===== src/rtl/contrast_pkg.sv =====
// Shared definitions for the contrast-stretching datapath: default pixel width
// and the IDLE/OP/LAST state encoding used by the multiplier, divider and top.
package contrast_pkg;

  localparam int DATA_WIDTH_DEF = 8;

  localparam logic [1:0] IDLE = 2'd0;
  localparam logic [1:0] OP   = 2'd1;
  localparam logic [1:0] LAST = 2'd2;

endpackage


===== src/rtl/restoring_divider_unsigned_if.sv =====
// Start/operand/result bundle between the contrast top (master) and the
// restoring divider (slave).
interface restoring_divider_unsigned_if
  import contrast_pkg::*;
#(
  parameter int DATA_WIDTH = DATA_WIDTH_DEF
);

  logic                      en_i_div;
  logic [2*DATA_WIDTH-1:0]   Q;
  logic [DATA_WIDTH-1:0]     B;
  logic [2*DATA_WIDTH-1:0]   quotient_o_div;
  logic [DATA_WIDTH-1:0]     remainder_o_div;
  logic                      div_done_o;
  logic                      div_zero_o;
  logic                      busy_o;

  modport master (
    output en_i_div, Q, B,
    input  quotient_o_div, remainder_o_div, div_done_o, div_zero_o, busy_o
  );

  modport slave (
    input  en_i_div, Q, B,
    output quotient_o_div, remainder_o_div, div_done_o, div_zero_o, busy_o
  );

endinterface


===== src/rtl/div_step.sv =====
// One restoring-division step: shift the next dividend bit into the partial
// remainder, trial-subtract the divisor and keep the difference if it fits.
module div_step
  import contrast_pkg::*;
#(
  parameter int DATA_WIDTH = DATA_WIDTH_DEF
) (
  input  logic [DATA_WIDTH:0]   rem,
  input  logic                  dvd_bit,
  input  logic [DATA_WIDTH-1:0] divisor,
  output logic [DATA_WIDTH:0]   rem_next,
  output logic                  q_bit
);

  logic [DATA_WIDTH:0] trial;
  logic [DATA_WIDTH:0] diff;
  // The stored remainder is always below the divisor, so its top bit is zero.
  logic                rem_msb_unused;

  assign rem_msb_unused = rem[DATA_WIDTH];

  always_comb begin
    trial    = {rem[DATA_WIDTH-1:0], dvd_bit};
    diff     = trial - {1'b0, divisor};
    q_bit    = (trial >= {1'b0, divisor});
    rem_next = q_bit ? diff : trial;
  end

endmodule


===== src/rtl/restoring_divider_unsigned.sv =====
// Multi-cycle unsigned restoring divider: 2*DATA_WIDTH-bit dividend by
// DATA_WIDTH-bit divisor, one quotient bit per clock, MSB first.
module restoring_divider_unsigned
  import contrast_pkg::*;
#(
  parameter int DATA_WIDTH = DATA_WIDTH_DEF
) (
  input  logic clk_i_div,
  input  logic rst_i_div,
  restoring_divider_unsigned_if.slave div_if
);

  localparam int QW    = 2 * DATA_WIDTH;
  localparam int CNT_W = $clog2(QW) + 1;
  localparam logic [CNT_W-1:0] FINAL_STEP = CNT_W'(QW - 1);

  logic [1:0]            state;
  logic [CNT_W-1:0]      step_cnt;
  logic                  accept;

  logic [QW-1:0]         dvd_quo;
  logic [DATA_WIDTH-1:0] divisor;
  logic [DATA_WIDTH:0]   part_rem;
  logic [DATA_WIDTH:0]   rem_next;
  logic                  q_bit;

  logic [QW-1:0]         quot_r;
  logic [DATA_WIDTH-1:0] rem_r;
  logic                  done_r;
  logic                  zero_r;
  logic                  busy_r;

  assign accept = (state == IDLE) && div_if.en_i_div;

  div_step #(
    .DATA_WIDTH (DATA_WIDTH)
  ) u_step (
    .rem      (part_rem),
    .dvd_bit  (dvd_quo[QW-1]),
    .divisor  (divisor),
    .rem_next (rem_next),
    .q_bit    (q_bit)
  );

  // Operand capture and shift/subtract datapath; restarted by every accept.
  always_ff @(posedge clk_i_div) begin
    if (accept) begin
      dvd_quo  <= div_if.Q;
      divisor  <= div_if.B;
      part_rem <= '0;
    end else if (state == OP) begin
      dvd_quo  <= {dvd_quo[QW-2:0], q_bit};
      part_rem <= rem_next;
    end
  end

  // Sequencing and result registers; reset discards any in-flight divide.
  always_ff @(posedge clk_i_div) begin
    if (rst_i_div) begin
      state    <= IDLE;
      step_cnt <= '0;
      busy_r   <= 1'b0;
      done_r   <= 1'b0;
      zero_r   <= 1'b0;
      quot_r   <= '0;
      rem_r    <= '0;
    end else begin
      done_r <= 1'b0;
      case (state)
        IDLE: begin
          if (div_if.en_i_div) begin
            busy_r   <= 1'b1;
            step_cnt <= '0;
            state    <= (div_if.B == '0) ? LAST : OP;
          end
        end
        OP: begin
          step_cnt <= step_cnt + 1'b1;
          if (step_cnt == FINAL_STEP) begin
            state <= LAST;
          end
        end
        LAST: begin
          state  <= IDLE;
          busy_r <= 1'b0;
          done_r <= 1'b1;
          if (divisor == '0) begin
            quot_r <= '1;
            rem_r  <= '0;
            zero_r <= 1'b1;
          end else begin
            quot_r <= dvd_quo;
            rem_r  <= part_rem[DATA_WIDTH-1:0];
            zero_r <= 1'b0;
          end
        end
        default: state <= IDLE;
      endcase
    end
  end

  assign div_if.quotient_o_div  = quot_r;
  assign div_if.remainder_o_div = rem_r;
  assign div_if.div_done_o      = done_r;
  assign div_if.div_zero_o      = zero_r;
  assign div_if.busy_o          = busy_r;

endmodule


===== src/flat_wrapper.sv =====
// flat-port wrapper written by rule: the top's interface ports become plain ports
module restoring_divider_unsigned_flat import contrast_pkg::*;
#(
  parameter int DATA_WIDTH = DATA_WIDTH_DEF
)
  (clk_i_div, rst_i_div, div_if_en_i_div, div_if_Q, div_if_B, div_if_quotient_o_div, div_if_remainder_o_div, div_if_div_done_o, div_if_div_zero_o, div_if_busy_o);
  restoring_divider_unsigned_if #(.DATA_WIDTH(DATA_WIDTH)) div_if_i ();
  input  logic clk_i_div;
  input  logic rst_i_div;
  input wire logic [$bits(div_if_i.en_i_div)-1:0] div_if_en_i_div;
  input wire logic [$bits(div_if_i.Q)-1:0] div_if_Q;
  input wire logic [$bits(div_if_i.B)-1:0] div_if_B;
  output wire logic [$bits(div_if_i.quotient_o_div)-1:0] div_if_quotient_o_div;
  output wire logic [$bits(div_if_i.remainder_o_div)-1:0] div_if_remainder_o_div;
  output wire logic [$bits(div_if_i.div_done_o)-1:0] div_if_div_done_o;
  output wire logic [$bits(div_if_i.div_zero_o)-1:0] div_if_div_zero_o;
  output wire logic [$bits(div_if_i.busy_o)-1:0] div_if_busy_o;
  assign div_if_i.en_i_div = div_if_en_i_div;
  assign div_if_i.Q = div_if_Q;
  assign div_if_i.B = div_if_B;
  assign div_if_quotient_o_div = div_if_i.quotient_o_div;
  assign div_if_remainder_o_div = div_if_i.remainder_o_div;
  assign div_if_div_done_o = div_if_i.div_done_o;
  assign div_if_div_zero_o = div_if_i.div_zero_o;
  assign div_if_busy_o = div_if_i.busy_o;
  restoring_divider_unsigned #(.DATA_WIDTH(DATA_WIDTH)) u_core (.clk_i_div(clk_i_div), .rst_i_div(rst_i_div), .div_if(div_if_i));
endmodule

===== config.mk =====
export PLATFORM = sky130hd
export DESIGN_NAME = restoring_divider_unsigned_flat
export DESIGN_NICKNAME = d
export VERILOG_FILES = /design/src/rtl/contrast_pkg.sv /design/src/rtl/restoring_divider_unsigned_if.sv /design/src/rtl/div_step.sv /design/src/rtl/restoring_divider_unsigned.sv /design/src/flat_wrapper.sv
export SDC_FILE = /design/constraint.sdc
export NUM_CORES = 1
export LEC_CHECK = 0
export ABC_AREA = 1
export BUFFER_PORTS_ARGS = -buffer_cell sky130_fd_sc_hd__buf_2
export CORE_AREA = 2 2 97 61
export CTS_BUF_LIST = sky130_fd_sc_hd__clkbuf_16
export CTS_CLUSTER_SIZE = 14
export DETAILED_ROUTE_END_ITERATION = 8
export DIE_AREA = 0 0 99 63
export HOLD_SLACK_MARGIN = 0.1
export PLACE_DENSITY_LB_ADDON = 0.3
export SETUP_SLACK_MARGIN = 0.1
export SYNTH_ARGS = -nofsm -noshare
export SYNTH_HDL_FRONTEND = slang
export SYNTH_SLANG_ARGS = --single-unit

===== constraint.sdc =====
create_clock -name clk_i_div -period 2.5 [get_ports clk_i_div]
set_clock_uncertainty 0.15 [all_clocks]
set_input_delay 0.25 -clock clk_i_div [delete_from_list [all_inputs] [get_ports clk_i_div]]
set_output_delay 0.25 -clock clk_i_div [all_outputs]
set_load 0.02 [all_outputs]

==> flow_summary_export.csv, run 1 <==
group,metric,value,unit
status,status,"finished, final reports clean",
floorplanning,initial_core_util,58.0,%
power,power.leakage,1.86,nW
floorplanning,num_rows,21,
cells_and_area,multiInputGateArea,1320,sq um
detailed_routing,num_vias,2920,
cells_and_area,antenna_cells,0,
global_routing,antenna_found_initial,0,
yosys,synthCells,394,
detailed_routing,drtIter0Drc,188,
detailed_routing,vias_per_cell,5.36,
sta,tightestPinTransition,0.681,ns
floorplanning,ioPinCount,54,
power,vdd_drop_max,488,uV
sta,period_minus_slack,2.00,ns
sta,max_freq,499,MHz
sta,rsz0062_at_grt,"false",
global_routing,grt_usage,26.5,%
sta,setup_ws,0.497,ns
sta,whs,0.147,ns
sta,finalSetupViolCount,0,
clock_network,cts-htree-levels,3,
critical_path,cp.required,2.57,ns
yosys,syn_avg_cell_area,7.93,sq um
clock_network,numClockSinks,66,
critical_path,worst-setup-path-type,"flip-flop to flip-flop",
clock_network,cts_tree,"built",
cells_and_area,area_growth,26.4,%
min_path,hold_path.class,"primary input to flip-flop",
global_routing,grt_pass1_wl,12800,microns
clock_network,cts_buffers,9,
detailed_routing,dr.pass1.iters,5,
critical_path,reg2reg_depth,9,
placed_design,place_worst_setup_slack,0.543,ns
clock_network,cts.path.max_buffers,2,
critical_path,path_cells,"inv_1 -> ha_1 -> nand2_1 -> nand2_1 -> a21oi_1 -> and2_1 -> nand3_1 -> nand3_1 -> nand2_1",
detailed_routing,drt-total-wl,7950,microns
cells_and_area,post_route_cells_drive_above_1_share,17.6,%
floorplanning,die_y,63,microns
sta,tns,0,ns
sta,hold_violations,0,
critical_path,path_common_cell,"nand2_1",
sta,drv_slew,0,
global_routing,overflow,0,
placed_design,io_buffers,53,
job,drv_cap,0,
sta,relSlewSlack,54.6,%
power,total_power,3.60,mW
critical_path,cp.arrival,2.07,ns
critical_path,worstSetupStartpointType,"flip-flop",
detailed_routing,ant_nets,0,
detailed_routing,wl_per_cell,14.6,microns
yosys,synth_cell_types,32,
placed_design,dp_hpwl,5090,microns
cells_and_area,num-fill-cells,387,
cells_and_area,layout.nets,509,
yosys,yosysWarnings,0,
clock_network,cts-root-buf,"clkbuf_16",
yosys,synthesis.nets,432,
critical_path,path_max_fanout,9,
clock_network,cts_setup_buffers,0,
critical_path,crit_path_end_kind,"flip-flop",
cells_and_area,area.sequential,1560,sq um
floorplanning,die-area,6240,sq um
clock_network,clk-insertion-delay-late,0.32,ns
clock_network,cts_resized,0,
global_routing,grt_max_degree,34,
placed_design,place.gp.congestion,0.919,
critical_path,max_stage_delay,0.37,ns
yosys,synth.ff_latch_count,66,
floorplanning,die_w,99,microns
clock_network,path_clk_slew,0.05,ns
yosys,syn_area,3120,sq um
detailed_routing,route.detailed.drc,0,
min_path,whs_path_depth,3,
yosys,ys_seq_area_share,50.0,%
cells_and_area,fin_util,73.3,%
critical_path,crit_slowest_cell,"and2_1",
sta,period_share,80.1,%
power,p_per_area,912,nW/um^2
global_routing,grt_pass1_vias,2670,
floorplanning,core_area,5390,sq um
==> critical path, delay by kind of cell (launching register included) <==
kind                       cells  cell delay [ns]
and+or+nand+nor                6             0.83
buffers and inverters          1             0.10
AOI/OAI and AO/OA              1             0.16
DFF                            1             0.36
adders and majority gates      1             0.29
==> sequential cells by signal, summed over array words and instances (netlist names) <==
name	cells
u_core.div_if.busy_o	1
u_core.div_if.div_done_o	1
u_core.div_if.div_zero_o	1
u_core.div_if.quotient_o_div	16
u_core.div_if.remainder_o_div	8
u_core.divisor	8
u_core.dvd_quo	16
u_core.part_rem	8
u_core.state	2
u_core.step_cnt	5
==> area by class of cell <==
class | count | area share, %
sequential | 66 | 39.5
multi-input combinational | 272 | 33.5
timing repair buffer | 82 | 13.7
clock buffer | 9 | 5.70
inverter | 40 | 3.80
tap | 69 | 2.19
clock inverter | 7 | 1.58
==> cells in the mapped netlist (all sizes together) <==
master / n / share of area (%)
nand2: 117 / 14
dfxtp: 42 / 27
inv: 40 / 4.8
nor2: 39 / 4.9
nand3: 25 / 4.6
edfxtp: 24 / 23
a21oi: 22 / 3.5
o21ai: 21 / 3.4
nor3: 20 / 3.2
buf: 12 / 2.5
ha: 10 / 4.0
clkbuf: 4 / 0.48
nand4: 4 / 0.80
or2: 4 / 0.80
xor2: 2 / 0.56
a221oi: 1 / 0.28
a31oi: 1 / 0.20
and2: 1 / 0.20
fa: 1 / 0.64
o21bai: 1 / 0.24
o22ai: 1 / 0.20
o311a: 1 / 0.32
xnor2: 1 / 0.28
==> where the power goes <==
part | leakage [nW] | internal (mW) | switching [mW]
clock | 0.145 | 0.760 | 0.443
sequential | 0.577 | 1.27 | 0.0947
combinational | 1.14 | 0.374 | 0.655
total | 1.86 | 2.41 | 1.19
==> layer usage <==
| metal | GRT usage (%) | up-vias | wire length, microns |
|---|---|---|---|
| met5 | 0 | - | 0 |
| met4 | 10.6 | 0 | 120 |
| met3 | 5.26 | 12 | 564 |
| met2 | 40.5 | 126 | 3560 |
| met1 | 37.0 | 1346 | 3700 |
| li1 | - | 1436 | - |
==> per-stage QoR <==
stage	cells	instance area, sq um
after global placement	506	3430
after global routing	545	3950
final	545	3950
after detailed placement	506	3430
after CTS	545	3950
after floorplan	394	3120
==> kinds of logic (layout without fill, tap and decap cells) <==
group,after synthesis,count (layout),synth area share [%]
fa+ha+maj,11,11,4.65
compound gates,48,48,8.13
flops,66,66,50.0
buf+inv,56,138,7.77
simple gates,210,210,28.6
xor+xnor,3,3,0.841
==> placed cells by master (no fill, tap or decap), types with 2 or more instances in the layout <==
master / instances
clkbuf_16: 9
or2_2: 3
inv_1: 40
xor2_1: 2
buf_4: 6
nand2_1: 116
dfxtp_1: 42
nor2_1: 35
ha_1: 10
a21oi_1: 22
edfxtp_1: 24
nand3_1: 23
nor2_2: 4
nand4_1: 4
o21ai_0: 20
inv_2: 2
dlygate4sd3_1: 23
buf_2: 53
nor3_1: 20
==> repair_timing <==
item                                   4_1_cts  5_1_grt
endpoints found under the hold margin       23        0
setup endpoints to repair                    0        0
hold buffers                                23        0
==> worst paths after layout <==
| kind | start | endpoint | slack, ns |
|---|---|---|---|
| setup / recovery | u_core.divisor[6] | u_core.part_rem[0] | 0.50 |
| hold / removal | div_if_Q[0] | u_core.dvd_quo[0] | 0.15 |
| setup reg to reg | u_core.divisor[6] | u_core.part_rem[0] | 0.50 |
| hold reg to reg | u_core.div_if.quotient_o_div[3] | u_core.div_if.quotient_o_div[3] | 0.32 |
Note: power is estimated with default switching activity, not from simulation.
==> run 2, diff against run 1 <==
- CORE_AREA: 2 2 97 61 -> 2 2 106 67
- DIE_AREA: 0 0 99 63 -> 0 0 108 69
- clock period: 2.5 -> 1.7 ns (I/O delays scaled with it)
==> flow_summary_export.csv, run 2 (same netlist as run 1, synthesis figures left out) <==
group,metric,value,unit
detailed_routing,drtIter0Drc,248,
critical_path,worstSetupStartpointType,"flip-flop",
clock_network,cts-htree-levels,3,
sta,tightestPinTransition,0.581,ns
critical_path,crit_slowest_cell,"edfxtp_1",
placed_design,io_buffers,53,
cells_and_area,design_area,4550,sq um
critical_path,crit_buf_inv,1,
placed_design,dp_cells,548,
global_routing,grt_max_degree,34,
critical_path,path_max_fanout,3,
global_routing,grt_pass1_wl,14300,microns
sta,hold_violations,0,
detailed_routing,vias_per_cell,5.15,
floorplanning,num_rows,23,
floorplanning,initial_core_util,48.3,%
sta,period_minus_slack,1.80,ns
cells_and_area,fin_util,70.3,%
job,drv_cap,0,
floorplanning,die-area,7450,sq um
sta,max_freq,556,MHz
critical_path,cpLargestDelayFamily,"adder cells",
cells_and_area,post_route_cells_drive_above_1_share,34.3,%
clock_network,cts_buffers,9,
critical_path,cp.required,1.78,ns
sta,finalSetupViolCount,9,
critical_path,path_common_cell,"nand2_1",
clock_network,cts_tree,"built",
critical_path,crit_path_end_kind,"flip-flop",
cells_and_area,antenna_cells,0,
power,vdd_drop_max,682,uV
sta,rsz0062_at_grt,"true",
clock_network,clk-insertion-delay-late,0.33,ns
detailed_routing,dr.pass1.iters,5,
floorplanning,core_area,6470,sq um
placed_design,dp_hpwl,5800,microns
status,status,"finished, violations left",
cells_and_area,final_common_cell,"nand2_1",
floorplanning,ioPinCount,54,
clock_network,numClockSinks,66,
cells_and_area,area_growth,45.7,%
floorplanning,die_y,69,microns
detailed_routing,drt-total-wl,8930,microns
critical_path,cp.arrival,1.88,ns
sta,setup_ws,-0.0995,ns
sta,tns,-0.660,ns
sta,drv_slew,0,
status,violations,"negative setup slack",
power,p_per_area,1340,nW/um^2
placed_design,postPlaceCellArea,3750,sq um
global_routing,overflow,0,
placed_design,place.gp.congestion,0.979,
detailed_routing,ant_nets,0,
placed_design,place_worst_setup_slack,-0.187,ns
cells_and_area,final_cell_mix,"nand2_1, buf_2, dfxtp_1",
global_routing,grt_usage,25.1,%
critical_path,path_cells,"ha_4 -> fa_2 -> inv_2 -> nand2_2 -> nand3_2 -> nand2_1 -> nand2_1 -> nand2_1 -> nand3_2 -> nand2_2",
global_routing,grt_pass1_vias,2871,
cells_and_area,layout.cells.non_filler,595,
global_routing,antenna_found_initial,0,
detailed_routing,num_vias,3062,
floorplanning,die_w,108,microns
clock_network,path_clk_slew,0.06,ns
min_path,hold_path.class,"primary input to flip-flop",
power,total_power,6.10,mW
sta,whs,0.107,ns
critical_path,worst-setup-path-type,"flip-flop to flip-flop",
sta,period_share,106,%
critical_path,max_stage_delay,0.43,ns
cells_and_area,layout.nets,541,
power,power.leakage,2.05,nW
detailed_routing,route.detailed.drc,0,
detailed_routing,wl_per_cell,15.0,microns
clock_network,cts-root-buf,"clkbuf_16",
clock_network,cts.path.max_buffers,2,
sta,relSlewSlack,61.2,%
## run 2: path summary, 6_finish.rpt
kind,to,startpoint,slack [ns],cells past startpoint
hold / removal,u_core.dvd_quo[0],div_if_Q[0],0.11,3
setup reg to reg,u_core.part_rem[6],u_core.divisor[0],-0.1,10
setup / recovery,u_core.part_rem[6],u_core.divisor[0],-0.1,10
hold reg to reg,u_core.div_if.quotient_o_div[2],u_core.div_if.quotient_o_div[2],0.31,2
## run 2: layout make-up
type | instances | area (sq um)
Clock inverter | 7 | 38.8
Timing Repair Buffer | 113 | 828
Fill cell | 522 | 1920
Inverter | 40 | 153
Clock buffer | 9 | 225
Sequential cell | 66 | 1570
Multi-Input combinational cell | 273 | 1630
Tap cell | 87 | 109
## run 2: what timing repair did
item,CTS,global route
gates cloned,1,0
endpoints found under the hold margin,24,0
buffers inserted,2,4
pin swaps,15,16
gates resized for setup,21,46
endpoints found under the setup margin,35,39
hold buffers,24,0
## run 2: per-layer routing
layer | GRT usage, % | vias to the layer above | wire (microns)
met1 | 35.1 | 1425 | 4170
li1 | - | 1499 | -
met5 | 0 | - | 0
met3 | 6.34 | 12 | 606
met2 | 37.9 | 126 | 4020
met4 | 8.55 | 0 | 120
## run 2: worst reg2reg max path: cells and delay by family (launching register included)
kind | cells | cell delay (ns)
fa+ha+maj | 2 | 0.59
flops | 1 | 0.43
buf+inv | 1 | 0.09
simple gates | 7 | 0.44
## run 2: where the power goes
| group | switching [mW] | leakage, nW | internal [mW] | total (mW) |
|---|---|---|---|---|
| registers | 0.168 | 0.578 | 1.87 | 2.04 |
| clock network | 0.676 | 0.132 | 0.969 | 1.64 |
| logic | 1.32 | 1.34 | 1.09 | 2.41 |
| total | 2.17 | 2.05 | 3.93 | 6.10 |
==> run 3, diff against run 2 <==
- BUFFER_PORTS_ARGS: -buffer_cell sky130_fd_sc_hd__buf_2 -> -buffer_cell sky130_fd_sc_hd__clkbuf_2
- CELL_PAD_IN_SITES_DETAIL_PLACEMENT: unset -> 1
- CELL_PAD_IN_SITES_GLOBAL_PLACEMENT: unset -> 1
- CORE_AREA: 2 2 106 67 -> 2 2 122 77
- DIE_AREA: 0 0 108 69 -> 0 0 124 79
==> flow_summary_export.csv, run 3 (same netlist as run 1, synthesis figures left out) <==
group,metric,value,unit
status,status,"finished, violations left",
status,violations,"negative setup slack",
power,p_per_area,1450,nW/um^2
sta,setup_ws,-0.214,ns
cells_and_area,area.sequential,1570,sq um
placed_design,place.gp.congestion,0.864,
cells_and_area,layout.nets,557,
power,vdd_drop_max,605,uV
sta,max_freq,522,MHz
detailed_routing,wl_per_cell,17.8,microns
sta,tightestPinTransition,0.682,ns
cells_and_area,multiInputGateArea,1700,sq um
sta,relSlewSlack,54.5,%
cells_and_area,final_common_cell,"nand2_1",
detailed_routing,drtIter0Drc,228,
floorplanning,die_y,79,microns
clock_network,cts.path.max_buffers,2,
power,power.leakage,2.18,nW
placed_design,io_buffers,53,
cells_and_area,antenna_cells,0,
critical_path,cp.arrival,1.99,ns
detailed_routing,drt-total-wl,11400,microns
global_routing,grt_usage,23.1,%
global_routing,grt_pass1_vias,3316,
cells_and_area,design_area,4850,sq um
global_routing,grt_pass1_wl,16900,microns
floorplanning,num_rows,27,
placed_design,postPlaceCellArea,3790,sq um
clock_network,clk-insertion-delay-late,0.34,ns
detailed_routing,vias_per_cell,5.04,
critical_path,path_max_fanout,5,
clock_network,path_clk_slew,0.06,ns
sta,rsz0062_at_grt,"true",
cells_and_area,post_route_cells_drive_above_1_share,38.7,%
sta,tns,-1.72,ns
critical_path,crit_buf_inv,2,
sta,period_minus_slack,1.91,ns
critical_path,cpLargestDelayFamily,"simple AND/OR/NAND/NOR gates",
min_path,hold_path.class,"primary input to flip-flop",
detailed_routing,route.detailed.drc,0,
clock_network,cts-root-buf,"clkbuf_16",
clock_network,cts-htree-levels,3,
floorplanning,initial_core_util,35.6,%
detailed_routing,num_vias,3226,
global_routing,overflow,0,
global_routing,antenna_found_initial,0,
sta,finalSetupViolCount,24,
sta,drv_slew,0,
cells_and_area,final_cell_mix,"nand2_1, clkbuf_2, buf_4",
critical_path,crit_slowest_cell,"edfxtp_1",
floorplanning,die-area,9800,sq um
critical_path,path_common_cell,"nand2_1",
detailed_routing,ant_nets,0,
clock_network,numClockSinks,66,
cells_and_area,num-fill-cells,1025,
placed_design,dp_hpwl,6830,microns
detailed_routing,dr.pass1.iters,4,
floorplanning,core_area,8780,sq um
job,drv_cap,0,
cells_and_area,area_growth,55.4,%
sta,hold_violations,0,
global_routing,grt_max_degree,34,
cells_and_area,fin_util,55.3,%
floorplanning,ioPinCount,54,
critical_path,worstSetupStartpointType,"flip-flop",
sta,period_share,113,%
clock_network,cts_tree,"built",
clock_network,cts_buffers,9,
critical_path,path_cells,"inv_2 -> ha_4 -> nand2_1 -> nand2_1 -> nand2_2 -> nand2_1 -> nand2_1 -> nand4_1 -> buf_4 -> nand2_2 -> nand2_1 -> nand2_1 -> nand2_1",
critical_path,cp.required,1.78,ns
floorplanning,die_w,124,microns
critical_path,crit_path_end_kind,"flip-flop",
critical_path,worst-setup-path-type,"flip-flop to flip-flop",
critical_path,max_stage_delay,0.37,ns
critical_path,r2r_setup_slack,-0.21,ns
## run 3: changes by cell type in the layout (fill, tap and decap cells not counted), moves of 5 or more
cell	previous run	this run
buf_2	53	0
buf_4	29	40
nand2_1	103	96
inv_2	9	14
clkbuf_2	0	53
## run 3: final timing paths
path / startpoint / end / cells after the start
hold / removal: rst_i_div / u_core.div_if.remainder_o_div[0] / 3
setup / recovery: u_core.divisor[2] / u_core.part_rem[7] / 13
hold reg to reg: u_core.div_if.quotient_o_div[1] / u_core.div_if.quotient_o_div[1] / 2
setup reg to reg: u_core.divisor[2] / u_core.part_rem[7] / 13
## run 3: layout make-up
class                   count  share of cell area, %
multi-input cells         274                   35.0
well taps                 116                   2.99
repair buffers            128                   19.7
flip-flops and latches     66                   32.3
inverters                  40                   3.09
clock inverters             6                   1.83
clock buffers              10                   5.15
## run 3: metal layers
| layer | GRT usage, % | vias to the layer above | wire length [microns] |
|---|---|---|---|
| met2 | 37.1 | 99 | 5300 |
| met1 | 30.6 | 1568 | 5310 |
| li1 | - | 1539 | - |
| met5 | 0 | - | 0 |
| met3 | 6.39 | 20 | 590 |
| met4 | 6.40 | 0 | 209 |
## run 3: metrics by stage
step	instances	hold WS [ns]	power [mW]	worst slack (ns)
after CTS	631	0.142	6.65	-0.0895
final	640	0.156	7.06	-0.214
after global placement	579	0.214	3.91	-0.176
after global routing	640	0.153	7.37	-0.281
after floorplan	394	0.0987	3.26	0.0413
after detailed placement	579	0.219	3.99	-0.222
## run 3: worst register-to-register path, delay by kind of cell (launching register included)
kind,cells,cell delay [ns]
and+or+nand+nor,10,0.77
DFF,1,0.37
buffers and inverters,2,0.29
adders and majority gates,1,0.22
## run 3: what timing repair did
item | in CTS | in global routing
buffers inserted | 8 | 9
gates cloned | 3 | 0
hold buffers | 25 | 0
setup endpoints to repair | 36 | 52
endpoints found under the hold margin | 25 | 0
resized for setup | 53 | 34
pin swaps | 19 | 16
## run 3: where the power goes
part | internal, mW | total [mW] | switching, mW | leakage [nW]
combinational | 1.29 | 2.90 | 1.61 | 1.43
clock | 1.37 | 2.12 | 0.748 | 0.165
sequential | 1.88 | 2.04 | 0.168 | 0.579
total | 4.54 | 7.06 | 2.52 | 2.18
